==> config.mk <==
export PLATFORM = sky130hd
export DESIGN_NAME = vc_inpbuf_flat
export DESIGN_NICKNAME = d
export VERILOG_FILES = /design/src/rtl/vc_pkg.sv /design/src/rtl/vc_inpbuf_if.sv /design/src/rtl/vc_fifo.sv /design/src/rtl/vc_inpbuf.sv /design/src/flat_wrapper.sv
export SDC_FILE = /design/constraint.sdc
export NUM_CORES = 1
export LEC_CHECK = 0
export CAP_MARGIN = 0
export CORE_MARGIN = 1.5
export CORE_UTILIZATION = 45
export CTS_BUF_LIST = sky130_fd_sc_hd__clkbuf_2 sky130_fd_sc_hd__clkbuf_4 sky130_fd_sc_hd__clkbuf_8
export DETAILED_ROUTE_END_ITERATION = 16
export PLACE_DENSITY = 0.74
export SETUP_SLACK_MARGIN = 0.15
export SYNTH_ARGS = -nofsm -noshare
export SYNTH_HDL_FRONTEND = slang
export SYNTH_SLANG_ARGS = --single-unit
==> constraint.sdc <==
create_clock -name clk -period 4.15 [get_ports clk]
set_input_delay 0.83 -clock clk [delete_from_list [all_inputs] [get_ports clk]]
set_output_delay 0.83 -clock clk [all_outputs]
set_load 0.02 [all_outputs]
==> src/rtl/vc_pkg.sv <==
// vc_pkg: shared widths, flit type codes, packet FSM states and error bit indices
package vc_pkg;
   localparam int DW    = 32;
   localparam int VCN   = 4;
   localparam int FT    = 3;
   localparam int DEPTH = 4;
   localparam logic [FT-1:0] HOF = 3'b001;
   localparam logic [FT-1:0] BOF = 3'b010;
   localparam logic [FT-1:0] EOF = 3'b100;
   localparam int ERR_OVF = 0;
   localparam int ERR_VC  = 1;
   localparam int ERR_SEL = 2;
   localparam int ERR_FRM = 3;
   typedef enum logic {IDLE, BUSY} state_t;
   // Single-flit packets carry HOF and EOF together; every other combination is malformed.
   function automatic logic legal_type(input logic [FT-1:0] t);
      return t == HOF || t == BOF || t == EOF || t == (HOF | EOF);
   endfunction
endpackage

==> src/rtl/vc_inpbuf_if.sv <==
// vc_inpbuf_if: link-side flit input plus switch-side head/select and status signals
interface vc_inpbuf_if;
   import vc_pkg::*;
   logic           div;
   logic [DW-1:0]  di;
   logic [FT-1:0]  dit;
   logic [VCN-1:0] divc;
   logic [VCN-1:0] credit;
   logic [VCN-1:0] do_vld;
   logic [VCN-1:0] do_hof;
   logic [VCN-1:0] do_sel;
   logic [DW-1:0]  dout;
   logic [FT-1:0]  dot;
   logic [3:0]     err;
   modport master (output div, di, dit, divc, do_sel, input credit, do_vld, do_hof, dout, dot, err);
   modport slave  (input div, di, dit, divc, do_sel, output credit, do_vld, do_hof, dout, dot, err);
endinterface

==> src/rtl/vc_fifo.sv <==
// vc_fifo: one VC's flit store; caller only pushes when space exists (or a pop frees it)
module vc_fifo #(
   parameter int W     = 35,
   parameter int DEPTH = 4
) (
   input  logic         clk,
   input  logic         rst,
   input  logic         push_i,
   input  logic         pop_i,
   input  logic [W-1:0] din_i,
   output logic         full_o,
   output logic         empty_o,
   output logic [W-1:0] head_o
);
   localparam int AW = $clog2(DEPTH);
   logic [W-1:0]  mem_q [DEPTH];
   logic [AW-1:0] wp_q, rp_q, wp_d, rp_d;
   logic [AW:0]   cnt_q, cnt_d;
   assign wp_d    = push_i ? wp_q + 1'b1 : wp_q;
   assign rp_d    = pop_i ? rp_q + 1'b1 : rp_q;
   assign cnt_d   = cnt_q + {{AW{1'b0}}, push_i} - {{AW{1'b0}}, pop_i};
   assign full_o  = cnt_q == (AW + 1)'(DEPTH);
   assign empty_o = cnt_q == '0;
   assign head_o  = mem_q[rp_q];
   // Pointers and occupancy; reset empties the buffer
   always_ff @(posedge clk or posedge rst) begin
      if (rst) begin
         wp_q  <= '0;
         rp_q  <= '0;
         cnt_q <= '0;
      end else begin
         wp_q  <= wp_d;
         rp_q  <= rp_d;
         cnt_q <= cnt_d;
      end
   end
   // Storage array needs no reset: occupancy gates visibility
   always_ff @(posedge clk) begin
      if (push_i) mem_q[wp_q] <= din_i;
   end
endmodule

==> src/rtl/vc_inpbuf.sv <==
// vc_inpbuf: per-VC input buffer with credit return and sticky link-protocol checks
module vc_inpbuf
   import vc_pkg::*;
(
   input logic        clk,
   input logic        rst,
   vc_inpbuf_if.slave lnk
);
   logic [VCN-1:0]    wr_vc, push, pop, full, empty, frm;
   logic [DW+FT-1:0]  head [VCN];
   logic [DW+FT-1:0]  mux;
   logic              wr_ok, sel_ok, ovf, hof, eof;
   logic [VCN-1:0]    credit_q;
   logic [3:0]        err_q, err_d;
   state_t            st_q [VCN];
   state_t            st_d [VCN];
   assign wr_ok  = lnk.div & $onehot(lnk.divc);
   assign sel_ok = $onehot(lnk.do_sel) & |(lnk.do_sel & ~empty);
   assign pop    = sel_ok ? lnk.do_sel : '0;
   assign wr_vc  = wr_ok ? lnk.divc : '0;
   // A pop on the same VC in this cycle makes room, so a full VC still accepts
   assign push   = wr_vc & (~full | pop);
   assign ovf    = |(wr_vc & full & ~pop);
   assign hof    = |(lnk.dit & HOF);
   assign eof    = |(lnk.dit & EOF);
   for (genvar g = 0; g < VCN; g++) begin : g_vc
      vc_fifo #(.W(DW + FT), .DEPTH(DEPTH)) u_fifo (
         .clk     (clk),
         .rst     (rst),
         .push_i  (push[g]),
         .pop_i   (pop[g]),
         .din_i   ({lnk.dit, lnk.di}),
         .full_o  (full[g]),
         .empty_o (empty[g]),
         .head_o  (head[g])
      );
   end
   // Packet FSM state per VC
   always_ff @(posedge clk or posedge rst) begin
      if (rst) for (int i = 0; i < VCN; i++) st_q[i] <= IDLE;
      else for (int i = 0; i < VCN; i++) st_q[i] <= st_d[i];
   end
   // Next state follows the stored flit's EOF/HOF bits even when it is malformed
   always_comb begin
      for (int i = 0; i < VCN; i++)
         st_d[i] = !push[i] ? st_q[i] : eof ? IDLE : hof ? BUSY : st_q[i];
   end
   // Framing violation: bad type code, body/tail outside a packet, or header inside one
   always_comb begin
      for (int i = 0; i < VCN; i++)
         frm[i] = push[i] & (!legal_type(lnk.dit) | ((st_q[i] == BUSY) == hof));
   end
   // Head mux of the selected VC; zero unless the selection is a valid single pop
   always_comb begin
      mux = '0;
      for (int i = 0; i < VCN; i++) if (pop[i]) mux = mux | head[i];
   end
   // Sticky error accumulation
   always_comb begin
      err_d          = err_q;
      err_d[ERR_OVF] = err_q[ERR_OVF] | ovf;
      err_d[ERR_VC]  = err_q[ERR_VC] | (lnk.div & !$onehot(lnk.divc));
      err_d[ERR_SEL] = err_q[ERR_SEL] | (|lnk.do_sel & !sel_ok);
      err_d[ERR_FRM] = err_q[ERR_FRM] | |frm;
   end
   // Credit pulses one cycle after each pop, plus error register
   always_ff @(posedge clk or posedge rst) begin
      if (rst) begin
         credit_q <= '0;
         err_q    <= '0;
      end else begin
         credit_q <= pop;
         err_q    <= err_d;
      end
   end
   assign lnk.credit = credit_q;
   assign lnk.err    = err_q;
   assign lnk.do_vld = ~empty;
   for (genvar g = 0; g < VCN; g++) begin : g_hof
      assign lnk.do_hof[g] = ~empty[g] & head[g][DW];
   end
   assign lnk.dout = mux[DW-1:0];
   assign lnk.dot  = mux[DW+FT-1:DW];
endmodule

==> src/flat_wrapper.sv <==
// flat-port wrapper written by rule: the top's interface ports become plain ports
module vc_inpbuf_flat import vc_pkg::*;
  (clk, rst, lnk_div, lnk_di, lnk_dit, lnk_divc, lnk_do_sel, lnk_credit, lnk_do_vld, lnk_do_hof, lnk_dout, lnk_dot, lnk_err);
  vc_inpbuf_if lnk_i ();
  input logic clk;
  input logic rst;
  input wire logic [$bits(lnk_i.div)-1:0] lnk_div;
  input wire logic [$bits(lnk_i.di)-1:0] lnk_di;
  input wire logic [$bits(lnk_i.dit)-1:0] lnk_dit;
  input wire logic [$bits(lnk_i.divc)-1:0] lnk_divc;
  input wire logic [$bits(lnk_i.do_sel)-1:0] lnk_do_sel;
  output wire logic [$bits(lnk_i.credit)-1:0] lnk_credit;
  output wire logic [$bits(lnk_i.do_vld)-1:0] lnk_do_vld;
  output wire logic [$bits(lnk_i.do_hof)-1:0] lnk_do_hof;
  output wire logic [$bits(lnk_i.dout)-1:0] lnk_dout;
  output wire logic [$bits(lnk_i.dot)-1:0] lnk_dot;
  output wire logic [$bits(lnk_i.err)-1:0] lnk_err;
  assign lnk_i.div = lnk_div;
  assign lnk_i.di = lnk_di;
  assign lnk_i.dit = lnk_dit;
  assign lnk_i.divc = lnk_divc;
  assign lnk_i.do_sel = lnk_do_sel;
  assign lnk_credit = lnk_i.credit;
  assign lnk_do_vld = lnk_i.do_vld;
  assign lnk_do_hof = lnk_i.do_hof;
  assign lnk_dout = lnk_i.dout;
  assign lnk_dot = lnk_i.dot;
  assign lnk_err = lnk_i.err;
  vc_inpbuf u_core (.clk(clk), .rst(rst), .lnk(lnk_i));
endmodule
# Word-level counts from Yosys, hierarchy flattened
# Memories as Yosys holds them, arrays and structs flattened.
# Index checks and enable logic that the tools add are counted.
dict set report word_totals {
  reg_bits 40
  ram_bits 560
  in_bits 46
  out_inout_bits 51
  elab_cells 128
  mem_count 4
}
# memory depth word_bits read_ports rd_ports_with_merged_regs write_ports line_no
set mem_list {}
lappend mem_list {{u_core.g_vc[0].u_fifo.mem_q} 4 35 1 0 1 vc_fifo.sv:16} ;# logic [W-1:0] mem_q [DEPTH];
lappend mem_list {{u_core.g_vc[1].u_fifo.mem_q} 4 35 1 0 1 vc_fifo.sv:16}
lappend mem_list {{u_core.g_vc[2].u_fifo.mem_q} 4 35 1 0 1 vc_fifo.sv:16}
lappend mem_list {{u_core.g_vc[3].u_fifo.mem_q} 4 35 1 0 1 vc_fifo.sv:16}
dict set report op_classes {
  addsub 22
  eq_ne 14
  muxes 16
  bitwise 35
  n_reduce_logical 19
}
# cell count
set ops {}
lappend ops {{$mux W35} 4}
lappend ops {{$or A35 B35 Y35} 3}
lappend ops {{$eq A3 B3 Y1 const B} 6}
lappend ops {{$add A2 B1 Y2 const B} 8}
lappend ops {{$and A4 B4 Y4} 4}
lappend ops {{$reduce_or A4 Y1} 4}
lappend ops {{$add A3 B1 Y3} 4}
lappend ops {{$and A1 B1 Y1} 12}
lappend ops {{$logic_not A3 Y1} 4}
lappend ops {{$not A4 Y4} 3}
lappend ops {{$sub A3 B1 Y3} 4}
lappend ops {{$mux W1} 10}
lappend ops {{$eq A3 B1 Y1 const B} 3}
lappend ops {{$add A1 B1 Y2} 4}
lappend ops {{$mux W4} 2}
lappend ops {{$or A1 B1 Y1} 8}
lappend ops {{$reduce_and A2 Y1} 4}
lappend ops {{$eq A1 B1 Y1} 4}
lappend ops {{$not A1 Y1} 4}
lappend ops {{$or A4 B4 Y4} 1}
lappend ops {{$add A2 B3 Y3} 1}
lappend ops {{$add A3 B3 Y3} 1}
lappend ops {{$eq A3 B2 Y1 const B} 1}
lappend ops {{$logic_not A1 Y1} 3}
lappend ops {{other kinds (2)} 4}

# Logic depth before layout (Yosys ltp)
dict set report logic_depth {
  depth_word 13
  mapped_depth 18
  mapped_depth_nobuf 16
}

# Modules after synthesis
# Synthesis repeated with hierarchy kept, for this count alone.
dict set report unflattened {
  hier_cells 1066
  hier_area_um2 23784.1
}
# mod instances cells_each area_per_inst_um2 seq_area_each_um2
set modules_own_cells {}
lappend modules_own_cells {vc_fifo 4 218 5499.0 4379.2}
lappend modules_own_cells {vc_inpbuf 1 194 1788.0 300.3}

# Worst setup path after synthesis
# No wires, ideal clock.
dict set report synth_timing {
  path_kind {input to register}
  from {input lnk_do_sel[1]}
  to {register u_core.g_vc[0].u_fifo.cnt_q[2]}
  setup_ns 0.124
  arrival_ns 4.647
  required_time_ns 4.026
  slack_ns -0.621
  stages 18
  n_path_buf 3
  path_cell_list {clkbuf_1 > clkbuf_1 > inv_1 > ha_1 > ha_1 > fa_1 > nor4bb_1 > o41ai_4 > a31oi_1 > buf_2 > inv_1 > ha_1 > inv_1 > ha_1 > inv_1 > fa_1 > xnor2_1 > xnor2_1}
}
dict set report synth_via {
  elab_chain_len 9
  elab_cells_between_ends 11
  cone_classes {add/sub: 4; eq/ne: 1; mux: 1; bitwise: 4; reduce/logical: 1}
}
# element line_no
set synth_rtl {}
lappend synth_rtl {{from (decl)} flat_wrapper.sv:11} ;# input wire logic [$bits(lnk_i.do_sel)-1:0] lnk_do_sel;
lappend synth_rtl {{$add A1 B1 Y2 (implied by the code)} vc_inpbuf.sv:18} ;# assign sel_ok = $onehot(lnk.do_sel) & |(lnk.do_sel & ~empty);
lappend synth_rtl {{$add A3 B3 Y3 (implied by the code)} vc_inpbuf.sv:18}
lappend synth_rtl {{$eq A3 B1 Y1} vc_inpbuf.sv:18}
lappend synth_rtl {{$and A1 B1 Y1 *} vc_inpbuf.sv:18}
lappend synth_rtl {{$mux W4 *} vc_inpbuf.sv:19} ;# assign pop = sel_ok ? lnk.do_sel : '0;
lappend synth_rtl {{$or A4 B4 Y4} vc_inpbuf.sv:22} ;# assign push = wr_vc & (~full | pop);
lappend synth_rtl {{$and A4 B4 Y4} vc_inpbuf.sv:22}
lappend synth_rtl {{$add A3 B1 Y3} vc_fifo.sv:21} ;# assign cnt_d = cnt_q + {{AW{1'b0}}, push_i} - {{AW{1'b0}}, pop_i};
lappend synth_rtl {{$sub A3 B1 Y3 *} vc_fifo.sv:21}
lappend synth_rtl {{named net u_core.g_vc[0].u_fifo.cnt_d[2]} vc_fifo.sv:18} ;# logic [AW:0] cnt_q, cnt_d;
lappend synth_rtl {{to (signal assigned)} vc_fifo.sv:34} ;# cnt_q <= cnt_d;
lappend synth_rtl {{to (decl)} vc_fifo.sv:18}
# Mark *: on every way through the listed nets, which the timed path passes. The rest lies on a longest branch.
# A chain may end at the register's enable or synchronous reset.

# Final worst setup path
dict set report layout_timing {
  from {input lnk_do_sel[3]}
  to {output lnk_dout[21]}
}
dict set report layout_via {
  elab_chain_len 12
  elab_cells_between_ends 14
  cone_classes {add/sub: 2; eq/ne: 1; mux: 5; bitwise: 5; reduce/logical: 1}
}
# element line_no
set layout_rtl {}
lappend layout_rtl {{$add A1 B1 Y2 (implied by the code)} vc_inpbuf.sv:18}
lappend layout_rtl {{$add A3 B3 Y3 (implied by the code)} vc_inpbuf.sv:18}
lappend layout_rtl {{$eq A3 B1 Y1} vc_inpbuf.sv:18}
lappend layout_rtl {{$and A1 B1 Y1} vc_inpbuf.sv:18}
lappend layout_rtl {{$mux W4 *} vc_inpbuf.sv:19}
lappend layout_rtl {{$mux W35} vc_inpbuf.sv:56} ;# for (int i = 0; i < VCN; i++) if (pop[i]) mux = mux | head[i];
lappend layout_rtl {{$or A35 B35 Y35} vc_inpbuf.sv:56}
lappend layout_rtl {{$mux W35} vc_inpbuf.sv:56}
lappend layout_rtl {{$or A35 B35 Y35} vc_inpbuf.sv:56}
lappend layout_rtl {{$mux W35} vc_inpbuf.sv:56}
lappend layout_rtl {{$or A35 B35 Y35} vc_inpbuf.sv:56}
lappend layout_rtl {{$mux W35 *} vc_inpbuf.sv:56}
lappend layout_rtl {{to (decl)} flat_wrapper.sv:15} ;# output wire logic [$bits(lnk_i.dout)-1:0] lnk_dout;
# Mark *: on every way between the ends. The rest lies on a longest branch, timed or not.

==> results_dict.tcl <==
set metrics [dict create \
    timing_max_transition_violations_final 0 \
    mostFrequentLayoutCell "sky130_fd_sc_hd__edfxtp_1" \
    grt_pass1_vias 12600 \
    dpl.cell_count 1904 \
    worstPathRequired_ns 3.32 \
    grt_antenna_before_repair 4 \
    clock_skew_ns 0.0286 \
    die_h_um 231 \
    route.final.wire_length_mm 53.3 \
    drt-vias-per-instance 5.73 \
    finish.net_count 1404 \
    max-clock-path-buffers 3 \
    final_antenna_net_count 0 \
    grt_util_all_layers 0.204 \
    wl_per_cell_um 25.7 \
    layout-area-overhead-vs-synth_pct 19.1 \
    postSynth.topFlopCell "sky130_fd_sc_hd__edfxtp_1" \
    syn_area_mm2 0.0235 \
    die_area_mm2 0.0535 \
    syn_avg_cell_area_um2 21.5 \
    max-vdd-ir-drop_uv 326 \
    fin_util 0.544 \
    critical-path-slowest-cell "sky130_fd_sc_hd__fa_2" \
    setup.worst_path.class "in2out" \
    cell_breakdown_of_the_critical_path "buf_2, inv_1, ha_1, ha_4, fa_2, nor3b_1, buf_4, o41ai_4, buf_12, a21oi_1, clkdlybuf4s15_1" \
    final_layout_size_suffix_gt1_frac 0.321 \
    globalplace.congestion 0.788 \
    stdcell_area_mm2 0.0279 \
    path_max_fanout 21 \
    edff_count_synth 560 \
    post_synth_num_cell_types 41 \
    initialDrtViolationCount 1088 \
    synth.net_count 1172 \
    timing.fmax_mhz 253 \
    starting_density 0.456 \
    max_cap_viol 0 \
    coreArea_mm2 0.0514 \
    post_synth_inst_count 1089 \
    power_density_mw_per_mm2 580 \
    fp.dieW_um 231 \
    tritoncts.num_buffers 95 \
    flops_latches_synth 600 \
    clk_pin_slew_worst_paths_ns 0.06 \
    tritoncts_clock_tree "done" \
    largest_net_degree_at_the_start_of_global_routing 41 \
    timing.hold.worst_path_depth 1 \
    grt_use_met2 0.338 \
    final_period_minus_worst_setup_slack_ns 3.95 \
    clk-insertion-delay-late_ns 0.67 \
    rsz0062_at_grt "true" \
    status "finished clean" \
    htree_num_levels 3 \
    place.detailed.hpwl_mm 30.6 \
    critPathMaxStageDelay_ns 0.43 \
    synth.yosys.seq_area_share 0.760 \
    commonest_non_fill_non_tap_cells_in_the_layout "sky130_fd_sc_hd__edfxtp_1 (560), sky130_fd_sc_hd__mux4_2 (140), sky130_fd_sc_hd__clkbuf_8 (102), sky130_fd_sc_hd__a22oi_1 (70), sky130_fd_sc_hd__buf_4 (61)" \
    tightest_slew_ns 0.840 \
    detailedRoute.firstPassIterationCount 5 \
    dpl-instance-area_mm2 0.0262 \
    buffer_ports.inserted 96 \
    placement_rows 83 \
    cts.sinks 600 \
    drc 0 \
    yosysWarnings 0 \
    max-slew-margin-rel 0.440 \
    filler_cell_count 3861 \
    routed-via-count 11900 \
    grt_busiest_layer "met2" \
    grt_first_pass_wirelength_mm 79.1 \
    asyncSetResetFlopFracSynth 0.0667 \
    io_pins 97 \
    timing.final.hold_violations 0 \
    min_path_type "reg2reg" \
    grt_met3_use 0.0445 \
    reg2reg_depth 10 \
    worstPathArrival_ns 3.12 \
    fin_crit_sh 0.953 \
    grt_overflow 0 \
    layoutNonFillerInstCount 2072 \
    timing.critical_path.from_type "input pin" \
    met1_usage 0.271 \
    setup-violations-final 0 \
    p_leak_nw 9.32 \
    timing.critical_path.to_type "output port" \
    clock_tree.root_cell "sky130_fd_sc_hd__clkbuf_8" \
]
[layout make-up]
class,count,area (um2),share of cell area
antenna,1,2.50,0.0000896
inverter,37,141,0.00506
sequential,600,17800,0.638
clock inverter,42,208,0.00743
clock buffer,125,1580,0.0564
tap,680,851,0.0305
multi-input combinational,399,5390,0.193
timing repair buffer,188,1940,0.0694
[flip-flops by register name (all words and copies together), names as in the netlist]
register and flops:
u_core.lnk.credit 4, u_core.lnk.err 4, u_core.g_vc.u_fifo.wp_q 8, u_core.g_vc.u_fifo.rp_q 8, u_core.g_vc.u_fifo.cnt_q 12, u_core.st_q 4, u_core.g_vc.u_fifo.mem_q 560
[synth_stat cells, types with 5 or more instances]
master | number | area (um2)
sky130_fd_sc_hd__fa_1 | 6 | 120
sky130_fd_sc_hd__dfrtp_1 | 40 | 1000
sky130_fd_sc_hd__buf_2 | 22 | 110
sky130_fd_sc_hd__edfxtp_1 | 560 | 16800
sky130_fd_sc_hd__inv_1 | 37 | 139
sky130_fd_sc_hd__a22oi_1 | 70 | 526
sky130_fd_sc_hd__a21oi_1 | 43 | 215
sky130_fd_sc_hd__nand2_1 | 15 | 56.3
sky130_fd_sc_hd__clkbuf_1 | 28 | 105
sky130_fd_sc_hd__and2_1 | 20 | 125
sky130_fd_sc_hd__xnor2_1 | 19 | 166
sky130_fd_sc_hd__mux4_2 | 140 | 3150
sky130_fd_sc_hd__o41ai_4 | 5 | 138
sky130_fd_sc_hd__ha_1 | 31 | 388
[kinds of logic after synthesis]
logic type | count (synthesis) | share of synthesized area
multiplexers | 140 | 0.134
adder cells (fa/ha/maj) | 37 | 0.0217
flip-flops | 600 | 0.760
XOR/XNOR | 21 | 0.00784
AND/OR/NAND/NOR | 61 | 0.0151
AO/OA/AOI/OAI | 140 | 0.0454
buffers and inverters | 90 | 0.0161
[final timing paths]
kind	startpoint	to	slack (ns)
worst max-delay path	lnk_do_sel[3]	lnk_dout[21]	0.20
worst min-delay path	u_core.lnk.err[2]	u_core.lnk.err[2]	0.48
worst max register to register	u_core.g_vc[2].u_fifo.cnt_q[1]	u_core.g_vc[2].u_fifo.cnt_q[2]	1.13
worst min register to register	u_core.lnk.err[2]	u_core.lnk.err[2]	0.48
max in group asynchronous	rst	u_core.g_vc[3].u_fifo.rp_q[1]	3.11
min in group asynchronous	rst	u_core.lnk.err[1]	0.61
[timing repair]
| item | in CTS | in global routing |
|---|---|---|
| resized for setup | 40 | 39 |
| hold buffers | 0 | 0 |
| buffers inserted | 0 | 0 |
| endpoints found under the setup margin | 35 | 25 |
[worst max-delay path: cells and delay by family]
family	cells	cell delay, ns
AOI/OAI and AO/OA	2	0.32
adders and majority gates	3	0.90
and+or+nand+nor	1	0.20
buffers and inverters	5	0.83
[per-layer routing]
layer	up-vias	wire length, um
li1	5006	-
met4	6	1020
met5	-	34
met1	6245	21400
met3	83	3950
met2	538	26800
[where the power goes]
part	leakage, nW	internal, mW	total, mW	switching, mW
clock network	0.939	2.52	4.73	2.21
registers	5.50	6.97	7.38	0.414
logic	2.88	2.07	4.09	2.02
[through the flow]
stage	TNS, ns	power, mW	hold slack, ns	setup WS [ns]
2_1_floorplan	0	10.2	0.483	0.00622
3_3_place_gp	-1.37	11.6	0.459	-0.188
3_5_place_dp	-2.80	11.7	0.466	-0.258
4_1_cts	0	16.4	0.480	0.160
5_1_grt	0	16.9	0.493	0.0961
6_report	0	16.2	0.476	0.196
Note: power is estimated with default switching activity, not from simulation.
==> patch 1, RTL diff (config.mk and constraints unchanged) <==
The package constant `VCN` goes from 4 to 2.
--- a/src/rtl/vc_pkg.sv
+++ b/src/rtl/vc_pkg.sv
@@ -1,7 +1,7 @@
 // vc_pkg: shared widths, flit type codes, packet FSM states and error bit indices
 package vc_pkg;
    localparam int DW    = 32;
-   localparam int VCN   = 4;
+   localparam int VCN   = 2;
    localparam int FT    = 3;
    localparam int DEPTH = 4;
    localparam logic [FT-1:0] HOF = 3'b001;
Ports: changed (5 resized); port bits go from 97 to 87. The function was not compared with the original's and may differ.
==> patch 1 against the unedited design <==
Synthesized area fell by 49%; hold slack better by 0.0037 ns; cell area fell by 49%; total power decreased by 48%; sequential cell count shrank 298; sequential share of layout area decreased by 0.58 points; count of clock-buffer cells in the layout is 57 lower; wire length down 56%; worst setup slack improved by 0.033 ns.
==> patch 1: results (changes against the unedited design) <==
[finish]
num-fill-cells = 1952  ; -49%
drive_above_1_share_pct = 23.6  ; -8.4 points
fin_util_pct = 54.6  ; +0.20 points
layout.nets = 718  ; -49%
antennaDiodeCount = 0  ; -1
top_regs = u_core.g_vc.u_fifo.mem_q: 280 flops, u_core.g_vc.u_fifo.cnt_q: 6 flops

[yosys]
synth_edf_count = 280  ; -50%
seq_area_frac_synth_pct = 75.3  ; -0.64 points
ys_types = 34  ; -17%
synth.avg_cell_area_sq_um = 22.7  ; +5.2%
synthTopCellsByCount = edfxtp_1 (280), mux4_2 (44), a22o_1 (35)
ys_top_cells_by_area = edfxtp_1 (71%), mux4_2 (8.3%), mux4_1 (5.7%), dfrtp_1 (4.6%), a22o_1 (2.6%)
syn-num-nets = 582  ; -50%

[worst_hold_path]
worstHoldStart = u_core.lnk.err[0]

[global_route]
grt_use_met3_pct = 3.67  ; -0.78 points
grt_pass1_wl_um = 35700  ; -55%
grt_util_all_layers_pct = 17.9  ; -2.5 points
grt_pass1_vias = 6102  ; -51%
grt_max_degree = 31  ; -24%
antenna_found_initial = 0  ; -4

[power_and_ir_drop]
p_int_uw = 6060  ; -48%
p_leak_uw = 0.00495  ; -47%
pg_comb_uw = 2220  ; -46%
switchingPower_uw = 2350  ; -49%

[setup_path]
critical_path.startpoint = lnk_do_sel[0]
crit_fanout = 30  ; +43%
r2r_start = u_core.g_vc[1].u_fifo.cnt_q[1]

[outcome]
status = complete, no violations

[clocking]
htreeDepth = 2  ; -1
worst_skew_pair.late_latency_ns = 0.55  ; -0.12 ns
numCtsBuffers = 46  ; -52%

[timing]
fin_ws_ns = 0.229  ; +0.0332 ns
slew_headroom_pct = 38.4  ; -5.6 points
finClkSkew_ns = 0.0254  ; -0.00318 ns

[drt]
vias_per_cell = 5.49  ; -4.2%
drt_iter0_markers = 518  ; -52%
wl_per_cell_um = 22.9  ; -11%
wl_met2_um = 11900  ; -56%
highest_layer = met4
drt-met1-wl_um = 9870  ; -54%
dr.pass1.iters = 4  ; -1
wl_met3_um = 1540  ; -61%
wl_um = 23600  ; -56%

[place]
dpl-instance-area_sq_mm = 0.0132  ; -50%
place_congestion = 0.717  ; -9.1%
place_inst = 948  ; -50%
place_ws_ns = 0.165  ; +0.423 ns
hpwl_um = 13800  ; -55%

-- patch 1: cell types whose count changed in the layout (fill, tap and decap cells not counted), moves of 16 or more --
cell             change
a21oi_1             -36
a22o_1              +35
a22oi_1             -70
buf_12              -22
buf_4               -43
clkbuf_2            -16
clkbuf_8            -54
clkdlybuf4s50_1     +16
clkinv_1            -23
edfxtp_1           -280
mux4_1              +26
mux4_2              -96
-- patch 1: critical path, cell delays in order --
cell and delay (ns):
clkdlybuf4s50_1 0.53, inv_1 0.07, ha_1 0.31, nand2_1 0.13, a21oi_4 0.17, buf_12 0.23
a22o_1 0.21, clkdlybuf4s50_1 0.61
-- patch 1: worst min path at each step --
stage / to / slack, ns / cells after the start
finish: u_core.lnk.err[0] / 0.48 / 1
floorplan: u_core.st_q[1] / 0.51 / 2
global placement: u_core.lnk.err[0] / 0.45 / 1
global route: u_core.lnk.err[0] / 0.50 / 1
detailed placement: u_core.lnk.err[0] / 0.45 / 1
CTS: u_core.lnk.err[0] / 0.47 / 1
-- patch 1: layout make-up --
type                       count  area (sq um)  area share (%)
clock buffer                  68           811            5.72
timing repair buffer         114          1230            8.67
inverter                      18          67.6           0.477
tap                          335           419            2.96
multi-input combinational    179          2600            18.3
clock inverter                13          90.1           0.635
sequential                   302          8960            63.2
-- patch 1: cell families (layout without fill, tap and decap cells) --
logic type / Yosys count / in the layout / synth area share, %
AOI/OAI and AO/OA: 53 / 53 / 3.61
xor gates and xnor gates: 11 / 11 / 0.810
adders and majority gates: 15 / 15 / 1.70
buffers and inverters: 44 / 213 / 3.13
DFF: 302 / 302 / 75.3
muxes: 70 / 70 / 14.1
and+or+nand+nor: 30 / 30 / 1.36
==> patch 2, RTL diff (same settings) <==
Made on the original files. Make the reset (`rst`) synchronous in 3 clocked blocks.
--- a/src/rtl/vc_fifo.sv
+++ b/src/rtl/vc_fifo.sv
@@ -23,7 +23,7 @@
    assign empty_o = cnt_q == '0;
    assign head_o  = mem_q[rp_q];
    // Pointers and occupancy; reset empties the buffer
-   always_ff @(posedge clk or posedge rst) begin
+   always_ff @(posedge clk) begin
       if (rst) begin
          wp_q  <= '0;
          rp_q  <= '0;
--- a/src/rtl/vc_inpbuf.sv
+++ b/src/rtl/vc_inpbuf.sv
@@ -36,7 +36,7 @@
       );
    end
    // Packet FSM state per VC
-   always_ff @(posedge clk or posedge rst) begin
+   always_ff @(posedge clk) begin
       if (rst) for (int i = 0; i < VCN; i++) st_q[i] <= IDLE;
       else for (int i = 0; i < VCN; i++) st_q[i] <= st_d[i];
    end
@@ -64,7 +64,7 @@
       err_d[ERR_FRM] = err_q[ERR_FRM] | |frm;
    end
    // Credit pulses one cycle after each pop, plus error register
-   always_ff @(posedge clk or posedge rst) begin
+   always_ff @(posedge clk) begin
       if (rst) begin
          credit_q <= '0;
          err_q    <= '0;
Function: differs if rst is asserted again (counterexample within 4 cycles, from zero or initial values and one cycle with rst high); with rst held inactive, the same outputs for 4 cycles.
==> patch 2 against the unedited design <==
First-iteration DRC count down 9.5%; synthesized area up 1.8%; hold slack worse by 0.0066 ns; non-clock buffer count up 28; largest power group unchanged; worst setup slack worse by 0.12 ns; global-route usage fell by 0.16 points; count of clock-buffer cells in the layout is 9 higher; cell area is 4.0% higher; sequential cell count rose by 8; final cell count up 4.4%; wire length increased by 0.50%; total power down 10%.
==> patch 2: results (changes against the unedited design) <==
[clocking]
worst_skew_pair.late_latency_ns = 0.68
numCtsBuffers = 95  ; unchanged
clockBufferDepth = 3  ; unchanged

[finish]
num-fill-cells = 3846  ; -0.39%
layout.nets = 1486  ; +5.8%
largest-register = u_core.g_vc.u_fifo.mem_q
top_regs = u_core.g_vc.u_fifo.mem_q: 560 flops, u_core.g_vc.u_fifo.cnt_q: 12 flops
drive_above_1_share_pct = 37.6  ; +5.6 points

[yosys]
ys_types = 43  ; +4.9%
synth_edf_count = 560  ; unchanged
syn-num-nets = 1226  ; +4.6%
ys.flop_type = edfxtp_1
synth.avg_cell_area_sq_um = 21.0  ; -2.7%
synthTopCellsByCount = edfxtp_1 (560), mux4_2 (140), dfxtp_1 (48), nand2_1 (48), a22oi_2 (41)
ys_top_cells_by_area = edfxtp_1 (70%), mux4_2 (13%), dfxtp_1 (4.0%), a22oi_2 (2.1%), ha_1 (1.8%)
seq_area_frac_synth_pct = 74.5  ; -1.5 points
synthArstFlopShare_pct = 0  ; -6.7 points

[global_route]
antenna_found_initial = 1  ; -3
grt_max_degree = 27  ; -34%
grt_pass1_wl_um = 79800  ; +0.77%
grt_pass1_vias = 12800  ; +2.2%
grt_util_all_layers_pct = 20.3  ; -0.16 points

[place]
port_buffers = 96  ; unchanged
hpwl_um = 30900  ; +0.79%
place_congestion = 0.747  ; -5.2%
place_inst = 1963  ; +3.1%

[setup_path]
crit_slowest_cell = fa_2
crit_fanout = 7  ; -67%
slowest_delay_ns = 0.45  ; +0.02 ns

[power_and_ir_drop]
p_int_uw = 10800  ; -6.6%
peakVddDrop_mv = 0.279  ; -14%
p_leak_uw = 0.00955  ; +2.5%

[worst_hold_path]
min_path_type = reg2reg

[timing]
slew_headroom_pct = 38.5  ; -5.4 points
finClkSkew_ns = 0.0308  ; +0.00222 ns

[drt]
wl_um = 53500  ; +0.50%
dr.pass1.iters = 6  ; +1
vias = 12000  ; +1.2%
drt_iter0_markers = 985  ; -9.5%
wl_per_cell_um = 24.7  ; -3.8%

[outcome]
status = complete, no violations

[patch 2: area by class of cell]
class                      count  area, sq um  share of cell area, %
tap                          688          861                   2.96
inverter                      39          186                  0.642
multi-input combinational    439         5860                   20.2
sequential                   608        17800                   61.2
antenna                        1         2.50                0.00861
timing repair buffer         216         2500                   8.62
clock inverter                39          221                  0.762
clock buffer                 134         1630                   5.62
[patch 2: power groups by stage]
stage / Sequential, uW / Combinational (uW) / Clock, uW
2_1_floorplan: 7050 / 1490 / 0
3_3_place_gp: 7050 / 2450 / 0
3_5_place_dp: 7060 / 2490 / 0
4_1_cts: 6940 / 2680 / 5000
5_1_grt: 6950 / 2890 / 5270
6_report: 6940 / 2710 / 4900
[patch 2: logic make-up (layout without fill, tap and decap cells)]
logic type               count (synthesis)  count (layout)  synth area share [%]
flip-flops                             608             608                  74.5
XOR/XNOR                                20              20                 0.734
buffers and inverters                   92             428                  1.88
AO/OA/AOI/OAI                           92              92                  4.20
adder cells (fa/ha/maj)                 41              41                  2.34
AND/OR/NAND/NOR                        139             139                  2.87
other                                    0               1                     0
multiplexers                           147             147                  13.5
[patch 2: final timing paths]
path	from	endpoint	slack [ns]	cells after the start
worst max register to register	u_core.g_vc[0].u_fifo.cnt_q[1]	u_core.g_vc[2].u_fifo.cnt_q[2]	1.09	14
worst max-delay path	lnk_do_sel[3]	lnk_dout[20]	0.08	14
worst min-delay path	u_core.lnk.err[1]	u_core.lnk.err[1]	0.47	2
worst min register to register	u_core.lnk.err[1]	u_core.lnk.err[1]	0.47	2
[patch 2: timing repair]
| item | CTS | global route |
|---|---|---|
| setup buffers | 11 | 8 |
| gates resized for setup | 244 | 16 |
| endpoints found under the setup margin | 37 | 37 |
| pin swaps | 23 | 20 |
| gates cloned | 7 | 1 |
[patch 2: worst max-delay path: cells and delay by family]
kind	cells	cell delay [ns]
adder cells (fa/ha/maj)	3	0.84
buffers and inverters	7	0.94
AND/OR/NAND/NOR	2	0.41
AO/OA/AOI/OAI	2	0.20
[patch 2: stage by stage]
stage               area, sq um  TNS, ns  util, %  power (uW)  worst slack (ns)
floorplan                 23900        0        -        8540             0.120
global route              29100        0     55.4       15100            0.0349
detailed placement        26600   -76.20     50.8        9550            -0.950
global placement          26600   -54.41     50.8        9500            -0.888
CTS                       28900        0     55.1       14600            0.0544
finish                    29100        0     55.4       14500            0.0775
[patch 2: per-layer routing]
metal | global-route usage [%] | part of all wire [%] | vias up
met1 | 26.6 | 42 | 6349
met2 | 34.0 | 50 | 394
li1 | - | - | 5195
met3 | 3.93 | 5.6 | 86
met4 | 6.77 | 2.2 | 0
met5 | 0 | 0 | -
